$ cat src/rtl/fetch_sequencer.sv
// IF-stage fetch sequencer: drives PC load controls, runs a single-outstanding
// imem request/response handshake, resolves redirects and stalls.
module fetch_sequencer #(
    parameter int WIDTH      = 32,
    parameter int INSN_BYTES = 4
) (
    input  logic             clk,
    input  logic             reset_n,
    input  logic [WIDTH-1:0] pc_cur,
    output logic [WIDTH-1:0] pc_next,
    output logic             pc_update_n,
    input  logic             stall,
    input  logic             trap,
    input  logic [WIDTH-1:0] trap_vec,
    input  logic             br_taken,
    input  logic [WIDTH-1:0] br_target,
    input  logic             jmp_taken,
    input  logic [WIDTH-1:0] jmp_target,
    output logic             imem_req,
    output logic [WIDTH-1:0] imem_addr,
    input  logic             imem_gnt,
    input  logic             imem_rvalid,
    input  logic [31:0]      imem_rdata,
    output logic             if_valid,
    output logic [31:0]      if_insn,
    output logic [WIDTH-1:0] if_pc,
    output logic             flush_ifid
);

    typedef enum logic [2:0] {
        BOOT,
        REQ,
        RESP,
        HOLD,
        DRAIN
    } state_t;

    state_t           state;
    state_t           state_nxt;
    logic [31:0]      hold_q;
    logic [31:0]      hold_d;
    logic             redir;
    logic [WIDTH-1:0] redir_pc;
    logic [WIDTH-1:0] pc_inc;

    assign pc_inc = pc_cur + WIDTH'(INSN_BYTES);

    // Redirects are ignored while reset is held so outputs stay at reset values
    always_comb begin
        redir    = reset_n & (trap | br_taken | jmp_taken);
        redir_pc = jmp_target;
        if (trap) begin
            redir_pc = trap_vec;
        end else if (br_taken) begin
            redir_pc = br_target;
        end
    end

    always_ff @(posedge clk or negedge reset_n) begin
        if (!reset_n) begin
            state  <= BOOT;
            hold_q <= '0;
        end else begin
            state  <= state_nxt;
            hold_q <= hold_d;
        end
    end

    always_comb begin
        state_nxt   = state;
        hold_d      = hold_q;
        pc_next     = pc_cur;
        pc_update_n = 1'b1;
        flush_ifid  = 1'b0;
        if_valid    = 1'b0;
        if_insn     = '0;
        if_pc       = pc_cur;
        imem_req    = 1'b0;
        imem_addr   = pc_cur;

        unique case (state)
            BOOT: begin
                state_nxt = REQ;
            end
            REQ: begin
                imem_req = 1'b1;
                if (imem_gnt) begin
                    state_nxt = redir ? DRAIN : RESP;
                end
            end
            RESP: begin
                if (imem_rvalid) begin
                    if (redir) begin
                        state_nxt = REQ;
                    end else begin
                        if_valid = 1'b1;
                        if_insn  = imem_rdata;
                        if (stall) begin
                            hold_d    = imem_rdata;
                            state_nxt = HOLD;
                        end else begin
                            pc_next     = pc_inc;
                            pc_update_n = 1'b0;
                            state_nxt   = REQ;
                        end
                    end
                end else if (redir) begin
                    state_nxt = DRAIN;
                end
            end
            HOLD: begin
                if (redir) begin
                    state_nxt = REQ;
                end else begin
                    if_valid = 1'b1;
                    if_insn  = hold_q;
                    if (!stall) begin
                        pc_next     = pc_inc;
                        pc_update_n = 1'b0;
                        state_nxt   = REQ;
                    end
                end
            end
            DRAIN: begin
                // The in-flight response belongs to the abandoned PC
                if (imem_rvalid) begin
                    state_nxt = REQ;
                end
            end
            default: begin
                state_nxt = BOOT;
            end
        endcase

        if (redir) begin
            pc_next     = redir_pc;
            pc_update_n = 1'b0;
            flush_ifid  = 1'b1;
            if_valid    = 1'b0;
        end
    end

endmodule

$ cat config.mk
export PLATFORM = sky130hd
export DESIGN_NAME = fetch_sequencer
export DESIGN_NICKNAME = d
export VERILOG_FILES = /design/src/rtl/fetch_sequencer.sv
export SDC_FILE = /design/constraint.sdc
export NUM_CORES = 1
export LEC_CHECK = 0
export CORE_AREA = 2 2 118 120
export CTS_BUF_LIST = sky130_fd_sc_hd__clkbuf_2 sky130_fd_sc_hd__clkbuf_4 sky130_fd_sc_hd__clkbuf_8
export DETAILED_ROUTE_END_ITERATION = 8
export DIE_AREA = 0 0 120 122
export HOLD_SLACK_MARGIN = 0.15
export PLACE_DENSITY = 0.75
export SLEW_MARGIN = 20
export SYNTH_ARGS = -nofsm -noshare
export SYNTH_HDL_FRONTEND = slang
export SYNTH_SLANG_ARGS = --single-unit
$ cat constraint.sdc
create_clock -name clk -period 2.05 [get_ports clk]
set_input_delay 0.41 -clock clk [delete_from_list [all_inputs] [get_ports clk]]
set_output_delay 0.41 -clock clk [all_outputs]
set_load 0.05 [all_outputs]
== After elaboration in Yosys (flattened, before gate mapping) ==
Cells that the tools add are included.
W data, S select, Z words.
Storage, ports and cells
  bits of input ports: 168
  bits in registers: 35
  word-level logic and storage cells: 47
Cells by class
  add/sub/neg operators: 1
  reduce and logical (&&, ||, !) cells: 3
  bitwise operators: 4
  mux-type cells: 29
  equal/unequal tests: 8
Operator list (count)
  $mux W32: 8
  $pmux W32 S2: 2
  $add A32 B3 Y32 const B: 1
  $mux W3: 7
  $pmux W3 S5: 1
  $reduce_and A4 Y1: 2
  $mux W1: 7
  $eq A3 B2 Y1 const B: 2
  $ne A3 B3 Y1 const B: 2
  $mux W2: 2
  $ne A2 B2 Y1 const B: 2
  $pmux W1 S2: 2
  $eq A3 B1 Y1 const B: 1
  $eq A3 B3 Y1 const B: 1
  $logic_not A3 Y1: 1
  $or A1 B1 Y1: 2
  $and A1 B1 Y1: 1
  $not A1 Y1: 1

== Depth between registers and ports, before layout ==
  word-level depth: 6
  mapped depth: 7
  depth with buffers taken out: 5

== Least setup slack after synthesis ==
No wires, ideal clock.
  path kind: input port to output port
  start: in br_taken
  end: out pc_next[3]
  arrival time: 2.561 ns
  stages on the path: 6
  path slack: -0.921 ns
  cell sequence: clkbuf_1 o31ai_4 inv_1 nor2_1 nand2_1 nand2_1
Between the ends
  longest elaborated chain between the ends: 4
  elaborated cells on any way between the ends: 6
RTL lines
  from (decl): line 15  | input logic br_taken,
  $or A1 B1 Y1 (2 in a row): line 50  | redir = reset_n & (trap | br_taken | jmp_taken);
  $and A1 B1 Y1: line 50
  $mux W32 *: line 135  | if (redir) begin
  to (decl): line 10  | output logic [WIDTH-1:0] pc_next,
Every way passes the cells marked *; elsewhere a longest branch is shown, timed or not.

== Final worst setup path ==
  start: reg state[2]
  end: out pc_next[30]
Between the ends
  longest elaborated chain between the ends: 3
  elaborated cells on any way between the ends: 4
RTL lines
  from (decl): line 38  | state_t state;
  from (signal assigned): line 64  | state <= state_nxt;
  $eq A3 B2 Y1: line 81  | unique case (state)
  $pmux W32 S2 *: line 81
  $mux W32 *: line 135
Marked as above.

==> key figures <==
Place
  – Placed instance count: approximately 980
  – IO buf count: around 300
  – Worst setup slack after placement: -0.850 ns
  – Dpl cell area: 0.00931 sq mm
  – Post-DP HPWL: between 15 and 20 mm
  – Routability congestion estimate from global placement: 0.930

Floorplan
  – Starting Density: about 29%
  – Die Width: approximately 120 microns
  – Std cell rows: 43
  – Die height: 122 microns
  – Top-Level Pins: 300
  – Total Die Area: 0.0146 sq mm
  – Core footprint: 0.0135 sq mm

Synth
  – Post-synthesis sequential element count: 35
  – Netlist area before placement: 0.00396 sq mm
  – Number of distinct library cell variants in the gate-level netlist after synthesis: 45
  – Portion of the post-synthesis area used by sequential elements: 22.1%
  – Leading cell types by count after synthesis: nor2_1, buf_4, dfrtp_1
  – Top cell type by total area after synthesis: dfrtp_1
  – Most numerous cell in the Yosys netlist: nor2_1
  – Cells taking the most area after synthesis: dfrtp_1, buf_4, mux2_2, mux2i_1, nor2_1
  – Cell count after synthesis: 493
  – Number of synthesized flops with an enable pin: 0
  – Net Count, Synth: approximately 660
  – Most instantiated flip-flop cell in the synthesis netlist: dfrtp_1
  – Number of synthesis warnings: 0
  – Average size of a mapped cell: 8.03 sq um
  – Area share of the largest cell type after synthesis: roughly 22%
  – Asr flop ratio synth: 100%

Global route
  – Wire length of the first global-routing pass: about 34 mm
  – Vias in the first global route: 6054
  – Antenna violations before repair: 6
  – Remaining global-route overflow: 0
  – Global-route total usage across every layer: 30.4%
  – Pin count of the biggest net entering global routing: 61

Timing
  – Actual slew at the worst max-slew pin: 0.619 ns
  – Setup repair after global routing missed its margin: true
  – Number of endpoints with negative hold slack in the final report: 0
  – # setup viols final: 97
  – Clk_skew: 0.00567 ns
  – Headroom to the max-slew limit: 58.5%
  – Max-slew violation count: 0
  – Fmax: around 370 MHz
  – Final critical-path share of the clock period: 133%
  – Accumulated negative setup slack: -27.98 ns
  – Worst hold slack after final layout: ~0.22 ns
  – Clock period minus worst slack: roughly 2.7 ns
  – Final worst setup slack: -0.683 ns

Worst setup path
  – Highest-delay cell along the critical path: dfrtp_1
  – Cell with the most instances on the worst path: buf_12
  – Origin of the critical flop-to-flop path: state[2]
  – Crit path buffers/inverters: 3
  – Startpoint of the most critical setup path: state[2]
  – Startpoint type of the worst setup path: register
  – Family of cells with the greatest summed delay on the critical path: simple AND/OR/NAND/NOR gates
  – Cell chain of the critical path: and4bb_4 > nand4_4 > buf_12 > nor4_4 > mux2i_1 > buf_4 > o21ai_4 > buf_12
  – Nature of the critical path endpoint: output pin
  – Largest driver fanout on the critical path: 3
  – Critical Path RT: 1.64 ns
  – Critical path data arrival time: 2.32 ns
  – WS Path Type: register to output pin
  – Longest individual stage delay on the worst path: 0.39 ns

Power and ir drop
  – Clock Power Share: 9.3%
  – Pwr/cell area: around 530 mW/mm^2
  – Fraction of power consumed by sequential logic: between 20% and 30%
  – Gate power share: a little over two thirds
  – Internal Power: 3.20 mW
  – Peak ir drop on the vdd network: 0.000629 V
  – Total design power: 5.67 mW
  – Switching power share of the total: 43.7%
  – Net switching power of the design: 2.48 mW
  – Leak Pwr: 4.42 nW

Routing
  – DRT Pass-1 Iters: 5
  – Final routed wirelength across all metal layers: 25.4 mm
  – First-iteration detailed-routing DRC count: 302
  – Avg WL per Cell: 24.8 microns
  – Post-route DRC violation count: 0
  – Via density per instance: 5.50
  – Number of vias after detailed routing: 5650
  – Residual antenna-violating net count after detailed routing: 0

Cells and area
  – Utilization after layout: 79.8%
  – Fraction of layout cells with a size suffix above 1: between 50% and 60%
  – Area added between synthesis and finish: 172%
  – Post-route standard cell area excluding fillers: 0.0108 sq mm
  – Net total in the final layout: 1011
  – Final non-filler cell total: ~1000
  – Filler cell count: 681

CTS
  – Number of sinks on the clock net: 35
  – Number of buffers created by CTS: 5
  – Register clock-pin slew on the reported worst setup and hold paths: 0.07 ns
  – Clk Latency, worst-skew pair: 0.30 ns
  – Clock tree from TritonCTS: done
  – Max H-tree Level: 2
  – Maximum buffer depth of the clock tree: 2
  – Cell chosen for the clock root: clkbuf_8

Min path
  – Worst Hold Class: primary input to async pin

Run
  – Number of maximum-capacitance constraint violations: 0

Status
  – Violated checks: setup timing
  – Run status: finished with violations
## metal layers
layer	wire length [microns]	up-vias	track usage [%]	part of all wire [%]
met5	0	-	0	0
met1	8390	2789	30.0	33
met3	2170	114	9.08	8.5
met4	1540	0	17.7	6.1
li1	-	2407	-	-
met2	13300	340	56.2	52
## flip-flops by register name, indices dropped and copies added, names as in the netlist
name,count
hold_q,32
state,3
## kinds of logic (layout without fill, tap and decap cells)
| logic type | count (synthesis) | after routing | synth area share, % |
|---|---|---|---|
| compound gates | 108 | 108 | 18.7 |
| xor+xnor | 25 | 25 | 5.53 |
| fa+ha+maj | 1 | 1 | 0.316 |
| buf+inv | 106 | 456 | 16.6 |
| flops | 35 | 35 | 22.1 |
| mux | 65 | 65 | 17.5 |
| other cells | 0 | 5 | 0 |
| simple gates | 153 | 153 | 19.2 |
## final cells by class
type | count | area, sq um | area share, %
clock inverters | 1 | 5.00 | 0.0465
clock buffers | 7 | 83.8 | 0.778
inverters | 8 | 33.8 | 0.314
flip-flops and latches | 35 | 876 | 8.13
repair buffers | 440 | 5770 | 53.6
multi-input cells | 352 | 3760 | 34.9
well taps | 180 | 225 | 2.09
diodes | 5 | 12.5 | 0.116
## timing repair
action                                  4_1_cts  5_1_grt
cloned                                        6        4
endpoints found under the setup margin       67       99
gates resized for setup                     162       54
hold buffers                                  0        0
pin swaps                                    69       43
setup buffers                                24        9
## worst paths after layout
kind	cells past startpoint	slack [ns]	endpoint
setup / recovery	8	-0.68	pc_next[30]
hold / removal	2	0.22	hold_q[31]
setup reg to reg	11	-0.12	hold_q[7]
hold reg to reg	1	0.53	hold_q[6]
max in group asynchronous	2	1.48	hold_q[11]
min in group clk	1	0.53	hold_q[6]
## worst reg2reg max path: stages (launching register included)
cell and delay, ns:
dfrtp_1 0.39, buf_4 0.14, buf_6 0.13, nand2b_4 0.16, buf_6 0.13, nor2_4 0.14, buf_12 0.14, buf_16 0.14
buf_6 0.11, nand3_4 0.12, buf_12 0.19, mux2_2 0.29
## cell usage in the layout, fill, tap and decap left out, types with 7 or more instances in the layout
| cell | netlist | final |
|---|---|---|
| a211oi_1 | 28 | 24 |
| a21oi_4 | 0 | 25 |
| a22oi_2 | 0 | 32 |
| buf_12 | 0 | 146 |
| buf_4 | 64 | 93 |
| buf_6 | 1 | 24 |
| clkdlybuf4s50_1 | 0 | 136 |
| dfrtp_1 | 35 | 35 |
| dlygate4sd2_1 | 0 | 18 |
| inv_1 | 8 | 7 |
| mux2_2 | 32 | 32 |
| mux2i_1 | 33 | 32 |
| nand2_1 | 22 | 14 |
| nand4_1 | 8 | 8 |
| nor2_1 | 75 | 35 |
| nor2_4 | 0 | 39 |
| nor4_4 | 0 | 9 |
| xnor2_2 | 0 | 15 |
## power by group through the flow
stage               sequential (mW)  clock, mW  combinational, mW
floorplan                      1.06          0               1.85
global placement               1.08          0               3.28
detailed placement             1.10          0               3.36
CTS                            1.13      0.541               3.79
global route                   1.17      0.571               4.15
finish                         1.15      0.528               4.00
(Power assumes the default switching activity.)
